### src/rtl/chip_config_pkg.sv
// Shared chip configuration constants: CSR address map, ID word and access FSM states.
package chip_config_pkg;

    localparam logic [2:0] CSR_EN_ADDR     = 3'd0;
    localparam logic [2:0] CSR_TYPE_ADDR   = 3'd1;
    localparam logic [2:0] CSR_ACT_ADDR    = 3'd2;
    localparam logic [2:0] CSR_STICKY_ADDR = 3'd3;
    localparam logic [2:0] CSR_MASK_ADDR   = 3'd4;
    localparam logic [2:0] CSR_ID_ADDR     = 3'd5;

    localparam logic [31:0] CSR_ID = 32'h0B0F_0001;

    typedef enum logic {
        IDLE,
        ACK
    } csr_state_e;

endpackage

### src/rtl/csr_sync2.sv
// One-bit two-flop synchroniser for signals asynchronous to clk.
module csr_sync2 (
    input  logic clk,
    input  logic rst_n,
    input  logic d,
    output logic q
);

    logic meta_q;
    logic sync_q;

    always_ff @(posedge clk or negedge rst_n) begin
        if (!rst_n) begin
            meta_q <= 1'b0;
            sync_q <= 1'b0;
        end else begin
            meta_q <= d;
            sync_q <= meta_q;
        end
    end

    assign q = sync_q;

endmodule

### src/rtl/buf_csr_ctrl.sv
// Control/status registers for a buffer bank: enable/polarity drive, synchronised
// activity detect with sticky edge capture and a maskable level interrupt.
module buf_csr_ctrl
    import chip_config_pkg::*;
#(
    parameter int unsigned       NUM_CH   = 8,
    parameter logic [NUM_CH-1:0] TYPE_RST = '1
) (
    input  logic              clk,
    input  logic              rst_n,
    input  logic              req,
    input  logic              we,
    input  logic [2:0]        addr,
    input  logic [31:0]       wdata,
    output logic              ack,
    output logic [31:0]       rdata,
    output logic              err,
    output logic [NUM_CH-1:0] bufen,
    output logic [NUM_CH-1:0] buftype,
    input  logic [NUM_CH-1:0] actdet,
    output logic              irq
);

    csr_state_e state_q, state_d;

    logic [NUM_CH-1:0] en_q, en_d;
    logic [NUM_CH-1:0] type_q, type_d;
    logic [NUM_CH-1:0] mask_q, mask_d;
    logic [NUM_CH-1:0] sticky_q, sticky_d;
    logic [NUM_CH-1:0] act_prev_q;
    logic [NUM_CH-1:0] act_sync;
    logic [NUM_CH-1:0] act_rise;
    logic [NUM_CH-1:0] sticky_clr;
    logic [NUM_CH-1:0] wdata_ch;
    logic              irq_q, irq_d;
    logic [31:0]       rdata_q, rdata_d;
    logic              err_q, err_d;
    logic [31:0]       rd_word;
    logic              access;
    logic              wr;
    logic              unmapped;
    logic              unused_wdata;

    for (genvar i = 0; i < NUM_CH; i++) begin : g_sync
        csr_sync2 u_sync (
            .clk   (clk),
            .rst_n (rst_n),
            .d     (actdet[i]),
            .q     (act_sync[i])
        );
    end

    assign access       = (state_q == IDLE) && req;
    assign wr           = access && we;
    assign unmapped     = (addr > CSR_ID_ADDR);
    assign wdata_ch     = wdata[NUM_CH-1:0];
    assign unused_wdata = ^wdata;
    assign act_rise     = act_sync & ~act_prev_q;

    always_comb begin
        state_d = state_q;
        unique case (state_q)
            IDLE: if (req) state_d = ACK;
            ACK:  state_d = IDLE;
            default: state_d = IDLE;
        endcase
    end

    always_comb begin
        en_d       = en_q;
        type_d     = type_q;
        mask_d     = mask_q;
        sticky_clr = '0;
        if (wr) begin
            case (addr)
                CSR_EN_ADDR:     en_d       = wdata_ch;
                CSR_TYPE_ADDR:   type_d     = wdata_ch;
                CSR_STICKY_ADDR: sticky_clr = wdata_ch;
                CSR_MASK_ADDR:   mask_d     = wdata_ch;
                default: ;
            endcase
        end
        // A fresh edge in the same cycle as a clear keeps the bit set.
        sticky_d = (sticky_q & ~sticky_clr) | act_rise;
        irq_d    = |(sticky_q & mask_q);
    end

    always_comb begin
        rd_word = '0;
        case (addr)
            CSR_EN_ADDR:     rd_word[NUM_CH-1:0] = en_q;
            CSR_TYPE_ADDR:   rd_word[NUM_CH-1:0] = type_q;
            CSR_ACT_ADDR:    rd_word[NUM_CH-1:0] = act_sync;
            CSR_STICKY_ADDR: rd_word[NUM_CH-1:0] = sticky_q;
            CSR_MASK_ADDR:   rd_word[NUM_CH-1:0] = mask_q;
            CSR_ID_ADDR:     rd_word             = CSR_ID;
            default: ;
        endcase
        // No access is taken in ACK, so the response registers clear as ACK ends.
        rdata_d = (access && !we && !unmapped) ? rd_word : '0;
        err_d   = access && unmapped;
    end

    always_ff @(posedge clk or negedge rst_n) begin
        if (!rst_n) begin
            state_q    <= IDLE;
            en_q       <= '0;
            type_q     <= TYPE_RST;
            mask_q     <= '0;
            sticky_q   <= '0;
            act_prev_q <= '0;
            irq_q      <= 1'b0;
            rdata_q    <= '0;
            err_q      <= 1'b0;
        end else begin
            state_q    <= state_d;
            en_q       <= en_d;
            type_q     <= type_d;
            mask_q     <= mask_d;
            sticky_q   <= sticky_d;
            act_prev_q <= act_sync;
            irq_q      <= irq_d;
            rdata_q    <= rdata_d;
            err_q      <= err_d;
        end
    end

    assign ack     = (state_q == ACK);
    assign rdata   = rdata_q;
    assign err     = err_q;
    assign bufen   = en_q;
    assign buftype = type_q;
    assign irq     = irq_q;

endmodule

### config.mk
export PLATFORM = sky130hd
export DESIGN_NAME = buf_csr_ctrl
export DESIGN_NICKNAME = d
export VERILOG_FILES = /design/src/rtl/chip_config_pkg.sv /design/src/rtl/csr_sync2.sv /design/src/rtl/buf_csr_ctrl.sv
export SDC_FILE = /design/constraint.sdc
export NUM_CORES = 1
export LEC_CHECK = 0
export ABC_AREA = 1
export CORE_UTILIZATION = 42
export DETAILED_ROUTE_END_ITERATION = 16
export PLACE_DENSITY = 0.77
export SETUP_SLACK_MARGIN = 0.1
export SLEW_MARGIN = 20
export SYNTH_ARGS = -nofsm -noshare
export SYNTH_HDL_FRONTEND = slang
export SYNTH_HIERARCHICAL = 1
export SYNTH_SLANG_ARGS = --single-unit
### constraint.sdc
create_clock -name clk -period 1.32 [get_ports clk]
set_clock_uncertainty 0.05 [all_clocks]
set_input_delay 0.198 -clock clk [delete_from_list [all_inputs] [get_ports clk]]
set_output_delay 0.198 -clock clk [all_outputs]
set_load 0.05 [all_outputs]
==> impl_metrics.yaml <==
run_status:
  status: "complete, no violations"
clock_tree:
  clk_path_buf_depth: 2
  root_buffer: "clkbuf_8"
  cts_tree: "yes"
  cts-buffers-inserted: 9
  clkSlewWorstSetupHoldPaths_ns: 0.07
  htree_levels: 3
  cts.sinks: 68
  insertion_delay_ns: 0.34
setup_path:
  worstPathArrival_ns: 1.05
  crit_buf_inv: 1
  end_kind: "output port"
  max_stage_delay_ns: 0.57
  critPathMaxFanout: 2
  path_class: "reg -> out"
  crit_family: "flip-flops"
  cp_slowest_cell: "dfstp_2"
  crit_required_ns: 1.07
  cp-start-kind: "flip-flop"
  path_cells: "buf_12"
floorplanning:
  ios: 98
  row_count: 30
  die_area_mm2: 0.00756
  die_h_um: 87.0
  coreArea_mm2: 0.00687
  initial_core_util: 0.441
  die_w_um: 87.0
grt:
  grt_pass1_vias: 2443
  track_usage: 0.202
  antenna_found_initial: 0
  grt_max_degree: 69
  grt_pass1_wl_um: 11400
  globalRouteOverflowTotal: 0
synth:
  syn_area_mm2: 0.00303
  ys_warn_count: 6
  synth_seq_cells: 68
  ys_types: 25
  syn_inst: 308
  syn_avg_cell_area_um2: 9.84
  yosysSeqAreaShare: 0.565
detailed_routing:
  ant_nets: 0
  vias: 2521
  drt_iter0_markers: 255
  routedWlPerCell_um: 15.5
  dr.pass1.iters: 8
  routed_wl_um: 7820
  via_per_inst: 4.99
  route.detailed.drc: 0
timing:
  tns_ns: 0
  rsz0062_at_grt: "true"
  setup_viol: 0
  finalHoldViolCount: 0
  drv_slew: 0
  clock.fmax_mhz: 769
  finalCritPeriodShare: 0.985
  layout_min_cycle_time_ns: 1.30
placed_design:
  gp_congestion: 0.811
  post-dp-hpwl_um: 4710
  dpl.cell_count: 464
  portBuffers: 56
final_layout:
  antennaDiodeCount: 0
  nets: 451
  final_cells: 505
  drive_above_1_share: 0.421
  final.fill_count: 451
  area_growth_pct: 54.5
power_and_ir_drop:
  total_leakage_power_nw: 2.17
  peakVddDrop_v: 0.000597
  powerDensity_mw_per_mm2: 1390
job:
  max_cap_viol_count: 0
worst_hold_path:
  hp-class: "in -> reg"
-- cells in the mapped netlist (all sizes together) --
| library cell | n | area [um2] |
|---|---|---|
| a21oi | 1 | 5.00 |
| nand3 | 22 | 115 |
| nor2 | 21 | 88.8 |
| inv | 31 | 119 |
| and2 | 1 | 6.26 |
| nand4 | 16 | 100 |
| nand2 | 77 | 314 |
| o21ai | 32 | 228 |
| nor3 | 4 | 58.8 |
| dfstp | 8 | 210 |
| conb | 1 | 3.75 |
| buf | 34 | 282 |
| dfrtp | 60 | 1500 |
-- metal layers --
metal | track usage | vias to the layer above | share of wire
met5 | 0 | - | 0
met2 | 0.336 | 140 | 0.52
met1 | 0.237 | 1207 | 0.38
li1 | - | 1143 | -
met4 | 0.105 | 0 | 0.032
met3 | 0.0588 | 31 | 0.065
-- stage by stage --
stage          cell area, um2  setup slack, ns  power (W)  utilization  hold WS [ns]
2_1_floorplan            3100          -0.0565    0.00359            -        -0.148
3_3_place_gp             4080           -0.373    0.00445        0.594         0.192
3_5_place_dp             4080           -0.407    0.00449        0.594         0.198
4_1_cts                  4490          0.00613    0.00633        0.654         0.229
5_1_grt                  4680          -0.0334    0.00678        0.682         0.235
6_report                 4680           0.0194    0.00651        0.682         0.237
-- flip-flops by register name, indices dropped and copies added (netlist names) --
| register | cells |
|---|---|
| ack | 1 |
| act_prev_q | 8 |
| bufen | 8 |
| buftype | 8 |
| err | 1 |
| g_sync.u_sync/meta_q | 8 |
| g_sync.u_sync/q | 8 |
| irq | 1 |
| mask_q | 8 |
| rdata | 9 |
| sticky_q | 8 |
-- placed cells by master, fill, tap and decap left out, types with 4 or more instances in the layout --
cell type / instances
inv_2: 4
buf_4: 32
nor3_4: 4
inv_1: 26
o21ai_1: 4
nand4_1: 16
o21ai_2: 22
nand2_1: 56
dfstp_2: 8
clkbuf_8: 10
dfrtp_2: 8
o21ai_0: 6
dfrtp_1: 52
nand3_1: 20
clkdlybuf4s50_1: 18
nand2_2: 6
buf_12: 42
nor2_1: 16
nand2_4: 15
conb_1: 17
-- worst paths after layout --
check                                        start  slack, ns                 endpoint  cells past startpoint
setup / recovery                        buftype[2]       0.02               buftype[2]                      1
hold / removal                           actdet[2]       0.24  g_sync[2].u_sync/meta_q                      1
setup reg to reg                               ack       0.04                 bufen[5]                      7
hold reg to reg            g_sync[7].u_sync/meta_q       0.30       g_sync[7].u_sync/q                      0
max in group asynchronous                    rst_n       0.52               buftype[2]                      3
min in group asynchronous                    rst_n       0.34                 bufen[7]                      3
-- repair_timing --
item                                   4_1_cts  5_1_grt
resized for setup                           27       30
pin swaps                                    5       14
hold buffers                                 1        0
endpoints found under the hold margin       60        0
gates cloned                                 2        1
setup endpoints to repair                   54       65
buffers inserted                            12        9
-- layout make-up --
| type | instances | area (um2) | share of cell area |
|---|---|---|---|
| Sequential cell | 68 | 1720 | 0.368 |
| Clock buffer | 12 | 145 | 0.0310 |
| Tap cell | 96 | 120 | 0.0256 |
| Timing Repair Buffer | 102 | 1370 | 0.293 |
| Inverter | 31 | 119 | 0.0254 |
| Clock inverter | 4 | 48.8 | 0.0104 |
| Multi-Input combinational cell | 192 | 1150 | 0.247 |
-- cells by family after synthesis --
group / share of synthesized area
AND/OR/NAND/NOR: 0.225
flip-flops: 0.565
buffers and inverters: 0.132
AO/OA/AOI/OAI: 0.0768
other: 0.00124
-- power breakdown --
group | internal, W | leakage (nW) | switching, W | total, W
clock network | 0.000922 | 0.100 | 0.000762 | 0.00168
registers | 0.00237 | 0.790 | 0.000257 | 0.00263
logic | 0.00102 | 1.28 | 0.00117 | 0.00219
Note: power is estimated with default switching activity, not from simulation.
